<file path="config.mk">
export PLATFORM = sky130hd
export DESIGN_NAME = kamus_ex_unit
export DESIGN_NICKNAME = d
export VERILOG_FILES = /design/src/rtl/kamus_ex_unit.sv
export SDC_FILE = /design/constraint.sdc
export NUM_CORES = 2
export LEC_CHECK = 0
export BUFFER_PORTS_ARGS = -buffer_cell sky130_fd_sc_hd__buf_2
export CORE_ASPECT_RATIO = 2
export CORE_MARGIN = 2
export CORE_UTILIZATION = 40
export CTS_CLUSTER_SIZE = 40
export DETAILED_ROUTE_END_ITERATION = 8
export GPL_TIMING_DRIVEN = 0
export MAX_ROUTING_LAYER = met4
export SLEW_MARGIN = 20
export SYNTH_ARGS = -nofsm -noshare
export SYNTH_HDL_FRONTEND = slang
export SYNTH_SLANG_ARGS = --single-unit
</file>
<file path="constraint.sdc">
create_clock -name clk_i -period 5.9 [get_ports clk_i]
set_clock_uncertainty 0.15 [all_clocks]
set_input_delay 0.59 -clock clk_i [delete_from_list [all_inputs] [get_ports clk_i]]
set_output_delay 0.59 -clock clk_i [all_outputs]
set_load 0.03 [all_outputs]
</file>
<file path="src/rtl/kamus_ex_unit.sv">
`default_nettype none
// ============================================================================
// kamus_ex_unit : handshaked execute stage with iterative multiply/divide
// Rev 1.0
// ============================================================================
module kamus_ex_unit #(
  parameter int XLEN = 32,
  parameter int OP_W = 5,
  parameter int EN_M = 1
) (
  input  logic            clk_i,
  input  logic            rst_i,
  input  logic            flush_i,
  input  logic            in_valid_i,
  output logic            in_ready_o,
  input  logic [OP_W-1:0] op_i,
  input  logic            imm_used_i,
  input  logic [XLEN-1:0] rs1_i,
  input  logic [XLEN-1:0] rs2_i,
  input  logic [XLEN-1:0] imm_i,
  input  logic [XLEN-1:0] pc_i,
  output logic            out_valid_o,
  input  logic            out_ready_i,
  output logic [XLEN-1:0] result_o,
  output logic            busy_o
);

  localparam int SHW = $clog2(XLEN);
  localparam int CW  = $clog2(XLEN) + 1;
  localparam bit c_M_EN = (EN_M != 0);

  localparam logic [OP_W-1:0] c_OP_ADD    = OP_W'(0);
  localparam logic [OP_W-1:0] c_OP_SUB    = OP_W'(1);
  localparam logic [OP_W-1:0] c_OP_SLT    = OP_W'(2);
  localparam logic [OP_W-1:0] c_OP_SLTU   = OP_W'(3);
  localparam logic [OP_W-1:0] c_OP_XOR    = OP_W'(4);
  localparam logic [OP_W-1:0] c_OP_OR     = OP_W'(5);
  localparam logic [OP_W-1:0] c_OP_AND    = OP_W'(6);
  localparam logic [OP_W-1:0] c_OP_SLL    = OP_W'(7);
  localparam logic [OP_W-1:0] c_OP_SRL    = OP_W'(8);
  localparam logic [OP_W-1:0] c_OP_SRA    = OP_W'(9);
  localparam logic [OP_W-1:0] c_OP_LUI    = OP_W'(10);
  localparam logic [OP_W-1:0] c_OP_AUIPC  = OP_W'(11);
  localparam logic [OP_W-1:0] c_OP_JAL    = OP_W'(12);
  localparam logic [OP_W-1:0] c_OP_MUL    = OP_W'(13);
  localparam logic [OP_W-1:0] c_OP_MULH   = OP_W'(14);
  localparam logic [OP_W-1:0] c_OP_MULHSU = OP_W'(15);
  localparam logic [OP_W-1:0] c_OP_MULHU  = OP_W'(16);
  localparam logic [OP_W-1:0] c_OP_DIV    = OP_W'(17);
  localparam logic [OP_W-1:0] c_OP_DIVU   = OP_W'(18);
  localparam logic [OP_W-1:0] c_OP_REM    = OP_W'(19);
  localparam logic [OP_W-1:0] c_OP_REMU   = OP_W'(20);

  typedef enum logic [1:0] {
    S_IDLE = 2'd0,
    S_MUL  = 2'd1,
    S_DIV  = 2'd2,
    S_DONE = 2'd3
  } state_t;

  state_t                r_state;
  state_t                w_state_next;
  logic                  r_out_valid;
  logic [XLEN-1:0]       r_result;
  logic [2*XLEN-1:0]     r_acc;
  logic [XLEN-1:0]       r_opb;
  logic [CW-1:0]         r_cnt;
  logic                  r_neg;
  logic [OP_W-1:0]       r_op;

  logic                  w_in_ready;
  logic                  w_accept;
  logic                  w_is_mul;
  logic                  w_is_div;
  logic                  w_is_m;
  logic [XLEN-1:0]       w_opb;
  logic [SHW-1:0]        w_shamt;
  logic [XLEN-1:0]       w_alu;
  logic                  w_a_signed;
  logic                  w_b_signed;
  logic                  w_a_neg;
  logic                  w_b_neg;
  logic [XLEN-1:0]       w_a_mag;
  logic [XLEN-1:0]       w_b_mag;
  logic                  w_res_neg;
  logic                  w_div_zero;
  logic                  w_div_ovf;
  logic                  w_special;
  logic [XLEN-1:0]       w_special_res;
  logic [XLEN:0]         w_mul_sum;
  logic [2*XLEN-1:0]     w_mul_step;
  logic [XLEN:0]         w_div_shift;
  logic                  w_div_ge;
  logic [XLEN-1:0]       w_div_sub;
  logic [2*XLEN-1:0]     w_div_step;
  logic [2*XLEN-1:0]     w_prod_fix;
  logic [XLEN-1:0]       w_quo_fix;
  logic [XLEN-1:0]       w_rem_fix;
  logic [XLEN-1:0]       w_m_result;

  assign w_in_ready  = (r_state == S_IDLE) && (!r_out_valid || out_ready_i);
  assign w_accept    = in_valid_i && w_in_ready && !flush_i;
  assign in_ready_o  = w_in_ready;
  assign out_valid_o = r_out_valid;
  assign result_o    = r_result;
  assign busy_o      = (r_state == S_MUL) || (r_state == S_DIV);

  assign w_is_mul = (op_i >= c_OP_MUL) && (op_i <= c_OP_MULHU);
  assign w_is_div = (op_i >= c_OP_DIV) && (op_i <= c_OP_REMU);
  assign w_is_m   = w_is_mul || w_is_div;

  // SUB and M-ops always take rs2 even when an immediate is flagged
  assign w_opb   = (imm_used_i && (op_i != c_OP_SUB) && !w_is_m) ? imm_i : rs2_i;
  assign w_shamt = w_opb[SHW-1:0];

  always_comb begin
    w_alu = '0;
    case (op_i)
      c_OP_ADD:   w_alu = rs1_i + w_opb;
      c_OP_SUB:   w_alu = rs1_i - w_opb;
      c_OP_SLT:   w_alu = {{(XLEN-1){1'b0}}, ($signed(rs1_i) < $signed(w_opb))};
      c_OP_SLTU:  w_alu = {{(XLEN-1){1'b0}}, (rs1_i < w_opb)};
      c_OP_XOR:   w_alu = rs1_i ^ w_opb;
      c_OP_OR:    w_alu = rs1_i | w_opb;
      c_OP_AND:   w_alu = rs1_i & w_opb;
      c_OP_SLL:   w_alu = rs1_i << w_shamt;
      c_OP_SRL:   w_alu = rs1_i >> w_shamt;
      c_OP_SRA:   w_alu = $unsigned($signed(rs1_i) >>> w_shamt);
      c_OP_LUI:   w_alu = imm_i;
      c_OP_AUIPC: w_alu = pc_i + imm_i;
      c_OP_JAL:   w_alu = pc_i + XLEN'(4);
      default:    w_alu = '0;
    endcase
  end

  assign w_a_signed = (op_i == c_OP_MULH) || (op_i == c_OP_MULHSU) ||
                      (op_i == c_OP_DIV)  || (op_i == c_OP_REM);
  assign w_b_signed = (op_i == c_OP_MULH) || (op_i == c_OP_DIV) || (op_i == c_OP_REM);
  assign w_a_neg    = w_a_signed && rs1_i[XLEN-1];
  assign w_b_neg    = w_b_signed && rs2_i[XLEN-1];
  assign w_a_mag    = w_a_neg ? (-rs1_i) : rs1_i;
  assign w_b_mag    = w_b_neg ? (-rs2_i) : rs2_i;
  // Remainder follows the dividend sign; everything else follows the XOR
  assign w_res_neg  = (op_i == c_OP_REM) ? w_a_neg : (w_a_neg ^ w_b_neg);

  assign w_div_zero = (rs2_i == '0);
  assign w_div_ovf  = ((op_i == c_OP_DIV) || (op_i == c_OP_REM)) &&
                      (rs1_i == {1'b1, {(XLEN-1){1'b0}}}) && (rs2_i == '1);
  assign w_special  = w_is_div && (w_div_zero || w_div_ovf);

  always_comb begin
    w_special_res = '0;
    if (w_div_zero) begin
      w_special_res = ((op_i == c_OP_DIV) || (op_i == c_OP_DIVU)) ? '1 : rs1_i;
    end else if (w_div_ovf) begin
      w_special_res = (op_i == c_OP_DIV) ? rs1_i : '0;
    end
  end

  // Shift-add: multiplier sits in the low half and is consumed LSB first
  assign w_mul_sum  = {1'b0, r_acc[2*XLEN-1:XLEN]} + {1'b0, (r_acc[0] ? r_opb : '0)};
  assign w_mul_step = {w_mul_sum, r_acc[XLEN-1:1]};

  // Restoring divide: high half is the partial remainder, low half shifts
  // the dividend out and the quotient bits in
  assign w_div_shift = {r_acc[2*XLEN-1:XLEN], r_acc[XLEN-1]};
  assign w_div_ge    = (w_div_shift >= {1'b0, r_opb});
  assign w_div_sub   = w_div_shift[XLEN-1:0] - r_opb;
  assign w_div_step  = {(w_div_ge ? w_div_sub : w_div_shift[XLEN-1:0]),
                        r_acc[XLEN-2:0], w_div_ge};

  assign w_prod_fix = r_neg ? (-r_acc) : r_acc;
  assign w_quo_fix  = r_neg ? (-r_acc[XLEN-1:0]) : r_acc[XLEN-1:0];
  assign w_rem_fix  = r_neg ? (-r_acc[2*XLEN-1:XLEN]) : r_acc[2*XLEN-1:XLEN];

  always_comb begin
    w_m_result = '0;
    case (r_op)
      c_OP_MUL:                           w_m_result = w_prod_fix[XLEN-1:0];
      c_OP_MULH, c_OP_MULHSU, c_OP_MULHU: w_m_result = w_prod_fix[2*XLEN-1:XLEN];
      c_OP_DIV, c_OP_DIVU:                w_m_result = w_quo_fix;
      c_OP_REM, c_OP_REMU:                w_m_result = w_rem_fix;
      default:                            w_m_result = '0;
    endcase
  end

  always_comb begin
    w_state_next = r_state;
    case (r_state)
      S_IDLE: begin
        if (w_accept && c_M_EN && w_is_mul) begin
          w_state_next = S_MUL;
        end else if (w_accept && c_M_EN && w_is_div && !w_special) begin
          w_state_next = S_DIV;
        end
      end
      S_MUL, S_DIV: begin
        if (r_cnt == CW'(1)) begin
          w_state_next = S_DONE;
        end
      end
      S_DONE:  w_state_next = S_IDLE;
      default: w_state_next = S_IDLE;
    endcase
    if (flush_i) begin
      w_state_next = S_IDLE;
    end
  end

  always_ff @(posedge clk_i or posedge rst_i) begin
    if (rst_i) begin
      r_state <= S_IDLE;
    end else begin
      r_state <= w_state_next;
    end
  end

  always_ff @(posedge clk_i or posedge rst_i) begin
    if (rst_i) begin
      r_out_valid <= 1'b0;
      r_result    <= '0;
      r_acc       <= '0;
      r_opb       <= '0;
      r_cnt       <= '0;
      r_neg       <= 1'b0;
      r_op        <= '0;
    end else if (flush_i) begin
      r_out_valid <= 1'b0;
    end else begin
      case (r_state)
        S_IDLE: begin
          if (w_accept) begin
            if (c_M_EN && w_is_m) begin
              if (w_special) begin
                r_result    <= w_special_res;
                r_out_valid <= 1'b1;
              end else begin
                r_out_valid <= 1'b0;
                r_acc       <= {{XLEN{1'b0}}, (w_is_mul ? w_b_mag : w_a_mag)};
                r_opb       <= w_is_mul ? w_a_mag : w_b_mag;
                r_cnt       <= CW'(XLEN);
                r_neg       <= w_res_neg;
                r_op        <= op_i;
              end
            end else begin
              r_result    <= w_alu;
              r_out_valid <= 1'b1;
            end
          end else if (out_ready_i) begin
            r_out_valid <= 1'b0;
          end
        end
        S_MUL: begin
          r_acc <= w_mul_step;
          r_cnt <= r_cnt - CW'(1);
        end
        S_DIV: begin
          r_acc <= w_div_step;
          r_cnt <= r_cnt - CW'(1);
        end
        S_DONE: begin
          r_result    <= w_m_result;
          r_out_valid <= 1'b1;
        end
        default: r_out_valid <= 1'b0;
      endcase
    end
  end

endmodule
`default_nettype wire

</file>
==> flow_summary.yaml, run 1 <==
placement:
  place_congestion: 1.23
  dpl.hpwl_um: 167000
  place.port_buffers: 173
synth:
  yosys.area.top_type_share_pct: 13.3
  synth.yosys.seq_area_share_pct: 13.3
  ys_types: 114
  yosys_warnings: 0
  async_flop_share_pct: 100
  synthTopCellsByArea: "dfrtp_1, ha_1, o21ai_0, a21oi_1, nor2_1"
  syn_avg_cell_area_sq_um: 6.92
  synthFlopType: "dfrtp_1"
  syn_nets: 4239
  synth-edff-count: 0
  synth_top_area_cell: "dfrtp_1"
  syn-cell-area_sq_mm: 0.0269
  syn_inst: 3891
  ys_ff_latch: 143
clocking:
  cts.sinks: 143
  cts_made_buffers: 17
  cts-htree-levels: 4
  clockBufferDepth: 2
  cts-root-buf: "clkbuf_16"
  ctsHoldBuffers: 0
die:
  ios: 174
  row_count: 134
  fp.dieW_um: 188
  die_y_um: 371
  start_util_pct: 40.4
run_status:
  status: "aborted with a tool error"
  lastStage: "global routing"
  stop_error: "[ERROR GRT-0116] Global routing finished with congestion. Check the congestion regions in the DRC Viewer."
global_route:
  grt_pass1_vias: 42875
  grt_overflow: 781
  grt_usage_pct: 73.1
  grt_max_degree: 78
  grt_pass1_wl_um: 369000
==> what timing repair did <==
action,CTS
setup endpoints to repair,30
gates resized for setup,29
endpoints found under the hold margin,0
buffers inserted,3
pin swaps,3
==> through the flow <==
step,area [sq um],instances,util [%],hold slack [ps],setup WS [ps]
2_1_floorplan,26900,3891,-,300,863
3_3_place_gp,28900,4948,43.3,314,-2760
3_5_place_dp,29100,4958,43.6,322,-2320
4_1_cts,29900,4991,44.7,38.0,7.11
==> layer usage <==
layer  overflow  GRT usage [%]
met3         15           48.7
met4        247           78.7
met2        515           95.5
met5          -              -
met1          4           67.6
==> logic make-up after synthesis <==
family                     count (synthesis)  share of synthesized area, %
AOI/OAI and AO/OA                       1458                          35.1
xor gates and xnor gates                 235                          7.64
adders and majority gates                209                          9.82
buffers and inverters                    448                          7.02
DFF                                      143                          13.3
muxes                                    103                          4.15
and+or+nand+nor                         1295                          23.0
==> synthesized netlist by cell type, types with 22 or more instances <==
library cell / instances
nor2_1: 404
xor2_1: 103
buf_2: 33
a31oi_1: 53
nor4_1: 35
a221oi_1: 26
o21ai_0: 366
clkbuf_1: 193
and3_1: 23
xnor2_1: 132
o22ai_1: 37
mux2i_1: 61
dfrtp_1: 143
nor2b_1: 23
a21o_1: 65
nand2b_1: 35
o21a_1: 28
or3_1: 24
a21oi_1: 365
o211ai_1: 57
a211oi_1: 56
nand3_1: 81
a22oi_1: 97
o21bai_1: 31
nand2_1: 328
o31ai_1: 42
or2_2: 22
nor3_1: 170
o221ai_1: 35
buf_1: 22
mux2_2: 39
ha_1: 205
nand4_1: 46
inv_1: 175
==> run 2, diff against run 1 <==
--- a/config.mk
+++ b/config.mk
@@ -6,13 +6,11 @@
 export NUM_CORES = 2
 export LEC_CHECK = 0
 export BUFFER_PORTS_ARGS = -buffer_cell sky130_fd_sc_hd__buf_2
-export CORE_ASPECT_RATIO = 2
 export CORE_MARGIN = 2
-export CORE_UTILIZATION = 40
-export CTS_CLUSTER_SIZE = 40
+export CORE_UTILIZATION = 25
 export DETAILED_ROUTE_END_ITERATION = 8
 export GPL_TIMING_DRIVEN = 0
-export MAX_ROUTING_LAYER = met4
+export PLACE_DENSITY_LB_ADDON = 0.15
 export SLEW_MARGIN = 20
 export SYNTH_ARGS = -nofsm -noshare
 export SYNTH_HDL_FRONTEND = slang
==> run 2 against run 1 <==
Against the previous run: the flow now finishes without violations; synthesized cell count unchanged; area after synthesis unchanged.
==> flow_summary.yaml, run 2 <==
power:
  power_frac_clock_pct: 11.9
  powerDensity_mw_per_mm2: 335
  p_leak_nw: 12.2
  switching_share_pct: 60.0
  seqPwrFrac_pct: 18.6
  p_int_mw: 4.08
  p_comb_share_pct: 69.5
  ir_drop_mv: 0.304
  net-switching-power_mw: 6.13
timing:
  setup_viol_count_final: 0
  fin_setup_tns_ps: 0
  min_period_ps: 5820
  max_freq_mhz: 172
  relSlewSlack_pct: 13.1
  maxSlewViolCount: 0
  rsz0062_at_grt: "false"
  period_share_pct: 98.7
  tightest_slew_ps: 1290
  hold_ws_ps: 334
  timing.final.ws_setup_ps: 78.9
  hold_violations: 0
worst_setup_path:
  slowest_stage: "o311ai_1"
  cp_cell_sequence: "inv_1 -> clkbuf_2 -> ha_1 -> or3b_2 -> nor3_1 -> nand2_1 -> nor2_2 -> nor3_1 -> o311ai_1 -> o21ai_0 -> nand2_1 -> nand4_1 -> o21ai_0 -> o211ai_1"
  path_class: "reg -> reg"
  worstPathBufferInverterCount: 2
  start_kind: "register"
  crit_family: "simple AND/OR/NAND/NOR gates"
  crit_fanout: 10
  critPathCaptureType: "register"
  crit_arrival_ps: 6010
  critPathMaxStageDelay_ps: 700
  required_ps: 6090
global_route:
  grt_pass1_wl_um: 263000
  grt_pass1_vias: 32056
  grt_max_degree: 85
  grt_usage_pct: 33.5
  grt_overflow: 0
  antenna_found_initial: 16
placement:
  place.port_buffers: 173
  place_ws_ps: -2250
  dpl.hpwl_um: 157000
  place_congestion: 1.03
clocking:
  cts.sinks: 143
  clkTransAtPathRegs_ps: 80
  clock_latency_ps: 510
  clockBufferDepth: 2
  cts_made_buffers: 17
  cts-htree-levels: 4
  cts_tree: "built"
  cts-root-buf: "clkbuf_16"
cells_and_area:
  multi_input_comb_area_sq_mm: 0.0217
  largest_reg_flops: 64
  final_common_cell: "nor2_1"
  fillers: 12043
  mostFrequentLayoutCells: "nor2_1, a21oi_1, o21ai_0"
  drive_gt1_share_pct: 10.6
  regArea_sq_mm: 0.00358
  regMostFlops: "r_acc"
  nets: 4441
  syn2layout_area_growth_pct: 13.3
die:
  fp.dieW_um: 332
  die_area_sq_mm: 0.110
  die_y_um: 332
  start_util_pct: 25.2
  row_count: 120
  ios: 174
  core_sq_mm: 0.107
synth:
  synth-edff-count: 0
  yosys.area.top_type_share_pct: 13.3
  ys_types: 114
  syn_nets: 4239
  syn-cell-area_sq_mm: 0.0269
  yosys_warnings: 0
  syn_avg_cell_area_sq_um: 6.92
  synth_common_cells: "nor2_1, o21ai_0, a21oi_1"
  synth.yosys.seq_area_share_pct: 13.3
  syn_inst: 3891
  synthFlopType: "dfrtp_1"
  synth_most_common_cell: "nor2_1"
  synthTopCellsByArea: "dfrtp_1, ha_1, o21ai_0, a21oi_1, nor2_1"
  async_flop_share_pct: 100
  ys_ff_latch: 143
  synth_top_area_cell: "dfrtp_1"
job:
  drv_cap: 0
detailed_routing:
  viasPerCell: 6.18
  route.detailed.drc: 0
  wl_met2_um: 83000
  wl_met1_um: 82100
  drt_iter0_drc: 4525
  antenna_left: 0
  wl_per_cell_um: 34.7
  wl_met3_um: 16300
  routed.top_layer: "met5"
  via_count: 34096
  drt-total-wl_um: 191000
  dr.pass1.iters: 8
hold_path:
  hold_class: "reg -> reg"
run_status:
  status: "completed"
run 2: per-stage QoR:
step	util, %	std cells	area (sq um)	total power [mW]
6_report	28.5	5517	30500	10.2
2_1_floorplan	-	3891	26900	5.96
4_1_cts	28.4	5508	30400	9.95
3_5_place_dp	27.7	5474	29700	8.69
5_1_grt	28.5	5509	30500	10.7
3_3_place_gp	27.6	5467	29600	8.72
run 2: timing repair:
action | in CTS | in global routing
gates resized for setup | 24 | 29
endpoints found under the setup margin | 30 | 21
setup buffers | 3 | 1
hold endpoints to repair | 20 | 0
pin swaps | 2 | 2
hold buffers | 1 | 0
run 2: tightest hold or removal path, stage by stage (launching register included):
cell and delay (ps):
dfrtp_1 340, nand2_1 50, o21ai_0 60
run 2: logic make-up after synthesis:
kind of cell,synth area share (%)
mux,4.15
compound gates,35.1
fa+ha+maj,9.82
buf+inv,7.02
flops,13.3
xor+xnor,7.64
simple gates,23.0
run 2: area by class of cell:
cell class                 count  share of cell area [%]
timing repair buffer         185                    3.22
tap                         1403                    5.75
clock buffer                  17                    1.39
buffer                       269                    4.09
clock inverter                15                   0.590
antenna                        8                  0.0656
inverter                     177                    2.20
multi-input combinational   3300                    71.0
sequential                   143                    11.7
run 2: layer usage:
layer  track usage, %  vias to the layer above
met1             44.4                    16964
met4             14.9                        8
met5                0                        -
met2             52.0                     1857
li1                 -                    14879
met3             7.11                      388
run 2: power groups by stage:
stage / logic [mW] / clock network [mW] / registers [mW]
global placement: 6.82 / 0 / 1.90
CTS: 6.84 / 1.23 / 1.88
global route: 7.54 / 1.25 / 1.93
floorplan: 4.13 / 0 / 1.83
detailed placement: 6.79 / 0 / 1.90
finish: 7.10 / 1.21 / 1.90
run 2: final timing paths:
kind                                start           end  slack, ps  depth (start not counted)
max in group asynchronous           rst_i   result_o[4]       4140                          4
worst min-delay path            r_opb[13]     r_opb[13]        330                          2
worst max-delay path             r_acc[0]  result_o[24]         80                         14
worst min register to register  r_opb[13]     r_opb[13]        330                          2
min in group asynchronous           rst_i     r_acc[49]        530                          3
worst max register to register   r_acc[0]  result_o[24]         80                         14
Note: power is estimated with default switching activity, not from simulation.
